`src/rtl/dram_arb_pkg.sv`:
```
// Shared widths, read/write encoding and sequencer state type for the DRAM arbiter.
package dram_arb_pkg;
    localparam int ADDR_W = 27;
    localparam int DATA_W = 32;

    localparam logic RW_READ  = 1'b0;
    localparam logic RW_WRITE = 1'b1;

    typedef enum logic [1:0] {
        IDLE  = 2'd0,
        ISSUE = 2'd1,
        RESP  = 2'd2
    } state_t;
endpackage

```
`src/rtl/rr_arbiter2.sv`:
```
// Two-way grant selection: single requester wins; on a tie either round-robin
// against the last grant or fixed preference for port 0.
module rr_arbiter2 #(
    parameter int FIXED_PRIO = 0
) (
    input  logic req0,
    input  logic req1,
    input  logic last_grant,
    output logic gnt_valid,
    output logic gnt_port
);
    always_comb begin
        gnt_valid = req0 | req1;
        gnt_port  = 1'b0;
        if (req0 && req1) begin
            gnt_port = (FIXED_PRIO != 0) ? 1'b0 : ~last_grant;
        end else if (req1) begin
            gnt_port = 1'b1;
        end
    end
endmodule

```
`src/rtl/dram_arbiter.sv`:
```
// Two-port sequencer in front of the single-request DRAM controller port; one
// transaction outstanding, registered outputs, sticky watchdog on slow completions.
module dram_arbiter #(
    parameter int ADDR_W         = dram_arb_pkg::ADDR_W,
    parameter int DATA_W         = dram_arb_pkg::DATA_W,
    parameter int FIXED_PRIO     = 0,
    parameter int TIMEOUT_CYCLES = 4096
) (
    input  logic              sys_clk,
    input  logic              rst,
    input  logic              p0_valid,
    input  logic              p0_rw,
    input  logic [ADDR_W-1:0] p0_addr,
    input  logic [DATA_W-1:0] p0_din,
    output logic              p0_ready,
    output logic [DATA_W-1:0] p0_dout,
    input  logic              p1_valid,
    input  logic              p1_rw,
    input  logic [ADDR_W-1:0] p1_addr,
    input  logic [DATA_W-1:0] p1_din,
    output logic              p1_ready,
    output logic [DATA_W-1:0] p1_dout,
    output logic [ADDR_W-1:0] addr_dram,
    output logic [DATA_W-1:0] din_dram,
    output logic              rw_dram,
    output logic              valid_dram,
    input  logic [DATA_W-1:0] dout_dram,
    input  logic              ready_dram,
    output logic              busy,
    output logic              err_timeout
);
    import dram_arb_pkg::state_t;
    import dram_arb_pkg::IDLE;
    import dram_arb_pkg::ISSUE;
    import dram_arb_pkg::RESP;
    import dram_arb_pkg::RW_READ;

    localparam int CNT_W = (TIMEOUT_CYCLES > 0) ? $clog2(TIMEOUT_CYCLES + 1) : 1;
    localparam logic [CNT_W-1:0] CNT_MAX = CNT_W'(TIMEOUT_CYCLES);
    localparam bit WD_EN = (TIMEOUT_CYCLES > 0);

    state_t            state_q, state_d;
    logic [ADDR_W-1:0] addr_dram_q, addr_dram_d;
    logic [DATA_W-1:0] din_dram_q, din_dram_d;
    logic              rw_dram_q, rw_dram_d;
    logic              valid_dram_q, valid_dram_d;
    logic              p0_ready_q, p0_ready_d;
    logic              p1_ready_q, p1_ready_d;
    logic [DATA_W-1:0] p0_dout_q, p0_dout_d;
    logic [DATA_W-1:0] p1_dout_q, p1_dout_d;
    logic              busy_q, busy_d;
    logic              err_q, err_d;
    logic              last_grant_q, last_grant_d;
    logic              gnt_q, gnt_d;
    logic [CNT_W-1:0]  wd_q, wd_d;

    logic gnt_valid;
    logic gnt_port;

    rr_arbiter2 #(.FIXED_PRIO(FIXED_PRIO)) u_arb (
        .req0       (p0_valid),
        .req1       (p1_valid),
        .last_grant (last_grant_q),
        .gnt_valid  (gnt_valid),
        .gnt_port   (gnt_port)
    );

    always_comb begin
        state_d      = state_q;
        addr_dram_d  = addr_dram_q;
        din_dram_d   = din_dram_q;
        rw_dram_d    = rw_dram_q;
        valid_dram_d = valid_dram_q;
        p0_ready_d   = p0_ready_q;
        p1_ready_d   = p1_ready_q;
        p0_dout_d    = p0_dout_q;
        p1_dout_d    = p1_dout_q;
        busy_d       = busy_q;
        err_d        = err_q;
        last_grant_d = last_grant_q;
        gnt_d        = gnt_q;
        wd_d         = wd_q;

        case (state_q)
            IDLE: begin
                if (gnt_valid) begin
                    gnt_d        = gnt_port;
                    last_grant_d = gnt_port;
                    addr_dram_d  = gnt_port ? p1_addr : p0_addr;
                    din_dram_d   = gnt_port ? p1_din  : p0_din;
                    rw_dram_d    = gnt_port ? p1_rw   : p0_rw;
                    valid_dram_d = 1'b1;
                    busy_d       = 1'b1;
                    wd_d         = '0;
                    state_d      = ISSUE;
                end
            end
            ISSUE: begin
                if (ready_dram) begin
                    valid_dram_d = 1'b0;
                    state_d      = RESP;
                    if (gnt_q) begin
                        p1_ready_d = 1'b1;
                        if (rw_dram_q == RW_READ) p1_dout_d = dout_dram;
                    end else begin
                        p0_ready_d = 1'b1;
                        if (rw_dram_q == RW_READ) p0_dout_d = dout_dram;
                    end
                end else if (WD_EN) begin
                    // Saturating count; the flag is sticky and never aborts the access.
                    if (wd_q != CNT_MAX) wd_d = wd_q + 1'b1;
                    if (wd_d == CNT_MAX) err_d = 1'b1;
                end
            end
            RESP: begin
                p0_ready_d = 1'b0;
                p1_ready_d = 1'b0;
                busy_d     = 1'b0;
                state_d    = IDLE;
            end
            default: state_d = IDLE;
        endcase
    end

    always_ff @(posedge sys_clk) begin
        if (rst) begin
            state_q      <= IDLE;
            addr_dram_q  <= '0;
            din_dram_q   <= '0;
            rw_dram_q    <= 1'b0;
            valid_dram_q <= 1'b0;
            p0_ready_q   <= 1'b0;
            p1_ready_q   <= 1'b0;
            p0_dout_q    <= '0;
            p1_dout_q    <= '0;
            busy_q       <= 1'b0;
            err_q        <= 1'b0;
            last_grant_q <= 1'b1;
            gnt_q        <= 1'b0;
            wd_q         <= '0;
        end else begin
            state_q      <= state_d;
            addr_dram_q  <= addr_dram_d;
            din_dram_q   <= din_dram_d;
            rw_dram_q    <= rw_dram_d;
            valid_dram_q <= valid_dram_d;
            p0_ready_q   <= p0_ready_d;
            p1_ready_q   <= p1_ready_d;
            p0_dout_q    <= p0_dout_d;
            p1_dout_q    <= p1_dout_d;
            busy_q       <= busy_d;
            err_q        <= err_d;
            last_grant_q <= last_grant_d;
            gnt_q        <= gnt_d;
            wd_q         <= wd_d;
        end
    end

    assign addr_dram   = addr_dram_q;
    assign din_dram    = din_dram_q;
    assign rw_dram     = rw_dram_q;
    assign valid_dram  = valid_dram_q;
    assign p0_ready    = p0_ready_q;
    assign p1_ready    = p1_ready_q;
    assign p0_dout     = p0_dout_q;
    assign p1_dout     = p1_dout_q;
    assign busy        = busy_q;
    assign err_timeout = err_q;
endmodule

```
`config.mk`:
```
export PLATFORM = sky130hd
export DESIGN_NAME = dram_arbiter
export DESIGN_NICKNAME = d
export VERILOG_FILES = /design/src/rtl/dram_arb_pkg.sv /design/src/rtl/rr_arbiter2.sv /design/src/rtl/dram_arbiter.sv
export SDC_FILE = /design/constraint.sdc
export NUM_CORES = 1
export LEC_CHECK = 0
export ABC_CLOCK_PERIOD_IN_PS = 2660
export CAP_MARGIN = 10
export CORE_MARGIN = 2
export CORE_UTILIZATION = 42
export CTS_BUF_LIST = sky130_fd_sc_hd__clkbuf_4 sky130_fd_sc_hd__clkbuf_8
export CTS_CLUSTER_SIZE = 12
export DETAILED_ROUTE_END_ITERATION = 12
export PLACE_DENSITY = 0.82
export REMOVE_ABC_BUFFERS = 1
export SYNTH_ARGS = -nofsm -noshare
export SYNTH_HDL_FRONTEND = slang
export SYNTH_HIERARCHICAL = 1
export SYNTH_SLANG_ARGS = --single-unit
```
`constraint.sdc`:
```
create_clock -name sys_clk -period 2.66 [get_ports sys_clk]
set_input_delay 0.532 -clock sys_clk [delete_from_list [all_inputs] [get_ports sys_clk]]
set_output_delay 0.532 -clock sys_clk [all_outputs]
set_load 0.03 [all_outputs]
```
# ---- Word level (Yosys, flattened, before mapping)
# Cells that the tools add are included.
# W data, S select, Z words.
dict set report op_classes {
  bitwise 5
  muxes 24
  n_eq_ne 9
  n_addsub 1
  n_reduce_logical 15
}
# cell n
set ops {}
lappend ops {{$mux W13} 5}
lappend ops {{$mux W32} 1}
lappend ops {{$mux W27} 1}
lappend ops {{$pmux W13 S2} 1}
lappend ops {{$reduce_and A3 Y1} 5}
lappend ops {{$add A13 B1 Y13 const B} 1}
lappend ops {{$eq A13 B13 Y1 const B} 1}
lappend ops {{$ne A13 B13 Y1 const B} 1}
lappend ops {{$ne A2 B2 Y1 const B} 5}
lappend ops {{$mux W1} 9}
lappend ops {{$pmux W1 S2} 4}
lappend ops {{$reduce_and A4 Y1} 2}
lappend ops {{$reduce_and A2 Y1} 3}
lappend ops {{$reduce_bool A2 Y1} 3}
lappend ops {{$mux W2} 2}
lappend ops {{$not A1 Y1} 4}
lappend ops {{$pmux W2 S2} 1}
lappend ops {{$eq A2 B1 Y1 const B} 1}
lappend ops {{$eq A2 B2 Y1 const B} 1}
lappend ops {{$logic_not A2 Y1} 1}
lappend ops {{$logic_and A1 B1 Y1} 1}
lappend ops {{$or A1 B1 Y1} 1}
dict set report word_totals {
  in_bits 157
  output_inout_bits 129
  reg_bits 146
  word_cells 68
}

# ---- Depth between registers and ports, before layout
dict set report depth {
  ltp_word 6
  depth_mapped 7
  ltp_nobuf 7
}

# ---- Modules after synthesis
# Netlist, hierarchy kept.
# mod n_inst cells_per_inst seq_area_each_um2 area_each_um2
set modules_own_cells {}
lappend modules_own_cells {dram_arbiter 1 706 2922.8 6022.0}
lappend modules_own_cells {rr_arbiter2 1 2 0.0 13.8}

# ---- Least setup slack after synthesis
# OpenSTA, ideal clock, no wires.
dict set report synth_path {
  path_type {flip-flop to flip-flop}
  from {register wd_q[0]}
  to {register err_q, in the netlist err_timeout}
  t_required_ns 2.564
  setup_ns 0.096
  period_less_slack_ns 2.097
  stages_incl_launch_ff 8
  path_buffers 1
  t_arrival_ns 2.001
  slack_ns 0.563
  path_cell_list {dfxtp_1 ha_1 and4_1 buf_6 and3_4 mux2_4 mux2_4 o41ai_2}
}
dict set report synth_via {
  elab_chain_cells 6
  elab_cells_between_ends 7
  classes_between {add/sub: 1; eq/ne: 2; mux: 3; reduce/logical: 1}
}
# element line_no
set synth_lines {}
lappend synth_lines {{from (decl)} dram_arbiter.sv:55} ;# logic [CNT_W-1:0] wd_q, wd_d;
lappend synth_lines {{from (signal assigned)} dram_arbiter.sv:155} ;# wd_q <= wd_d;
lappend synth_lines {{$add A13 B1 Y13 or $ne A13 B13 Y1 (tied branches)} dram_arbiter.sv:111} ;# if (wd_q != CNT_MAX) wd_d = wd_q + 1'b1;
lappend synth_lines {{$mux W13 *} dram_arbiter.sv:111}
lappend synth_lines {{$mux W13 *} dram_arbiter.sv:99} ;# if (ready_dram) begin
lappend synth_lines {{$mux W13 *} dram_arbiter.sv:84} ;# case (state_q)
lappend synth_lines {{$eq A13 B13 Y1 *} dram_arbiter.sv:112} ;# if (wd_d == CNT_MAX) err_d = 1'b1;
lappend synth_lines {{$reduce_and A3 Y1 (no line) *} --}
lappend synth_lines {{to (signal assigned)} dram_arbiter.sv:152} ;# err_q <= err_d;
lappend synth_lines {{to (decl)} dram_arbiter.sv:52} ;# logic err_q, err_d;
# Mark *: on every way between the ends. The rest lies on a longest branch, timed or not. The select of a mux whose other input is x is not followed.
# A chain may end at the register's enable or synchronous reset.

# ---- Worst setup path in the final report
# Same ends and word-level chain as after synthesis.

==> metrics.md <==
| Metric | Value |
|---|---|
| Critical Path Slowest Stage Cell | `dfxtp_1` |
| Synth cell types | `43` |
| Reg2reg end | `err_timeout` |
| Worst skew pair latency | `0.45 ns` |
| Setup crit end | `err_timeout` |
| Pleak | `approximately 0.0034 µW` |
| First-pass GRT wire length | `roughly 28 mm` |
| Global Route Usage Sum | `about a quarter` |
| HP Class | `reg -> reg` |
| Row count | `43` |
| Post-synth ARST share | `0%` |
| DR WL/cell | `15.56 µm` |
| Post-Synth XOR/XNOR Area | `0.5804%` |
| Endpoint kind of the worst setup timing path | `flip-flop` |
| Comb power frac | `roughly a quarter` |
| WP data arrival | `around 2.5 ns` |
| GRT overflow | `0` |
| Worst r2r path cells | `6` |
| Post-synth design cell area | `just over 0.006 mm²` |
| Final Critical Period | `2.165 ns` |
| Tcrit/Tclk final | `between 80 and 90%` |
| Sequential share of the synthesized area | `between 40% and 50%` |
| Setup Buffers After CTS | `0` |
| Actual slew at the worst max-slew pin | `about 0.66 ns` |
| Final nets | `1126` |
| Clock Skew | `between 0.01 and 0.015 ns` |
| Adder-Cell Fraction of Synth Area | `less than 1%` |
| Most common cell after layout, fill and taps aside | `clkdlybuf4s50_1` |
| Root buf cell | `clkbuf_8` |
| Mux cell area share after synthesis | `around a tenth` |
| Drt pass-1 iters | `4` |
| Initial antenna violation count | `0` |
| Max-slew violations | `0` |
| Synth warnings | `6` |
| Max cap viols | `0` |
| Clock share of power | `around a third` |
| PwrDens | `around 580 mW/mm²` |
| CTS HTree Levels | `4` |
| Reg2Reg Launch Point | `wd_q[0]` |
| CP startpoint | `wd_q[0]` |
| Cell-internal power | `3936 µW` |
| Switch share | `slightly below 30%` |
| Critical path peak fanout | `7` |
| I/O Buffers | `~290` |
| Vias in the first global route | `roughly 5400` |
| Antenna diodes | `0` |
| Syn Inst Count | `around 710` |
| Max-slew headroom | `between 50 and 60%` |
| Wirelength, routed | `about 18 mm` |
| Num ports | `between 200 and 300` |
| CTS tree | `yes` |
| Worst-path clk slew | `about 0.080 ns` |
| Post-synth EDFFs | `0` |
| Avg Cell Area, Syn | `between 8 and 9 µm²` |
| Hold slack final | `~0.45 ns` |
| Post-DRT Antenna Nets | `0` |
| Reg power frac | `a little over two fifths` |
| Final hold viol count | `0` |
| Main combinational cell family by area after synthesis | `simple AND/OR/NAND/NOR gates` |
| Post-CTS sizing | `0` |
| Num Clock Sinks | `146` |
| Vias | `about 5900` |
| Most frequent cells in the layout | `clkdlybuf4s50_1, dfxtp_1, nand2_1, nor2_1, a21oi_1` |
| Final setup violation count | `0` |
| Simple-Gate Fraction of Synth Area | `18.08%` |
| CP required | `approximately 3.0 ns` |
| Crit-path cells | `ha_1 > and4_1 > and3_4 > mux2_4 > mux2_4 > o41ai_2` |
| Share of cells above drive strength 1 | `under 10%` |
| Syn-to-layout area delta | `56.94%` |
| Fmax | `461.9 MHz` |
| DP Wirelength | `around 13 mm` |
| CTS Buf Count | `17` |
| Worst Setup Start Kind | `flip-flop` |
| Pin count of the biggest net entering global routing | `~150` |
| Outcome | `finished clean` |
| Die Span Y | `roughly 120 µm` |
| Psw | `1601 µW` |
| #FFs+latches synth | `146` |
| Iter 0 DRT Violations | `289` |
| DRC viols | `0` |
| Chip Width | `around 120 µm` |
| DIE AREA | `0.01535 mm²` |
| Initial Util | `~43%` |
| Placer Congestion | `~0.87` |
| Max clock buf depth | `2` |
| Vias per cell | `around 5.1` |
| Compound-gate portion of the synthesized area | `roughly 18%` |
| Most frequent CP cell | `mux2_4` |
| RSZ-0062 raised after global routing | `no` |
| Core Area | `roughly 0.014 mm²` |
| Reg2reg setup slack | `0.50 ns` |
| Ys flop type | `dfxtp_1` |
| FILL cells | `between 1000 and 1500` |
| Tot Pwr | `approximately 5500 µW` |
| CP Class | `reg -> reg` |
| Cts hold-fix bufs | `0` |
| VDD IR max | `about 0.46 mV` |
| Slowest Stage Delay on Critical Path | `0.43 ns` |
metal layers:
layer  global-route usage [%]  vias up  wire (µm)
met2                    39.63      220       8978
met4                    9.801        0        477
li1                         -     2978          -
met1                    26.22     2653       6855
met5                        0        -          0
met3                    9.661       32       1738
stage by stage:
| stage | worst slack (ns) | instance area [µm²] | util (%) | setup TNS [ns] | std cells |
|---|---|---|---|---|---|
| after floorplan | -2.740 | 5792 | - | -174.84 | 648 |
| after global placement | 0.2692 | 9051 | 64.95 | 0 | 1128 |
| after detailed placement | 0.2330 | 9051 | 64.95 | 0 | 1128 |
| after CTS | 0.5034 | 9473 | 67.98 | 0 | 1160 |
| after global routing | 0.4003 | 9473 | 67.98 | 0 | 1160 |
| final | 0.4951 | 9473 | 67.98 | 0 | 1160 |
power by group through the flow:
stage / Sequential, µW / Clock, µW / Combinational (µW)
final: 2410 / 1830 / 1290
after global placement: 2460 / 0 / 1290
after floorplan: 2720 / 0 / 396
after global routing: 2430 / 1980 / 1380
after detailed placement: 2460 / 0 / 1300
after CTS: 2410 / 1870 / 1300
state kept, by name, summed over array words and instances (netlist names):
signal / cells
p0_dout: 32
addr_dram: 27
wd_q: 13
din_dram: 32
p1_ready: 1
last_grant_q: 1
busy: 1
valid_dram: 1
err_timeout: 1
p1_dout: 32
rw_dram: 1
state_q: 2
p0_ready: 1
gnt_q: 1
area by class of cell:
class | count | area (µm²) | share of cell area (%)
well taps | 180 | 225.2 | 2.377
clock inverters | 12 | 152.6 | 1.611
repair buffers | 300 | 3013 | 31.81
inverters | 5 | 18.77 | 0.1981
flip-flops and latches | 146 | 2923 | 30.85
clock buffers | 20 | 269.0 | 2.840
multi-input cells | 497 | 2872 | 30.31
worst max-delay path, delay by kind of cell (launching register included):
| kind | cells | cell delay [ns] |
|---|---|---|
| DFF | 1 | 0.43 |
| AOI/OAI and AO/OA | 1 | 0.31 |
| adders and majority gates | 1 | 0.20 |
| muxes | 2 | 0.57 |
| and+or+nand+nor | 2 | 0.57 |
cells by family after synthesis:
group | Yosys count
adders and majority gates | 2
xor gates and xnor gates | 4
AOI/OAI and AO/OA | 169
DFF | 146
muxes | 63
buffers and inverters | 65
and+or+nand+nor | 259
Yosys cell counts (all sizes together), types with 2 or more instances:
cell type	count	share of area (%)
nor3	5	0.41
nand4	4	0.41
and3	4	0.50
nand4b	2	0.29
a22oi	6	0.75
or3	3	0.31
and4	4	0.58
nor2	81	5.0
mux2i	61	10
nand2b	2	0.21
nand2	138	8.6
ha	2	0.41
or3b	2	0.29
inv	5	0.31
mux2	2	0.50
nor4b	2	0.29
a211oi	61	7.6
a21oi	79	6.6
a31oi	2	0.21
xnor2	4	0.58
clkbuf	53	3.3
dfxtp	146	48
o21ai	12	1.0
buf	7	0.75
and2	3	0.31
a21boi	2	0.25
nand3	5	0.41
worst min path at each step:
stage / endpoint / startpoint / depth (start not counted)
after global routing: p0_dout[1] / p0_dout[1] / 2
after CTS: p0_dout[5] / p0_dout[5] / 2
after floorplan: last_grant_q / last_grant_q / 2
after detailed placement: p0_dout[5] / p0_dout[5] / 2
final: p0_dout[24] / p0_dout[24] / 2
after global placement: p1_dout[12] / p1_dout[12] / 2
(Power assumes the default switching activity.)
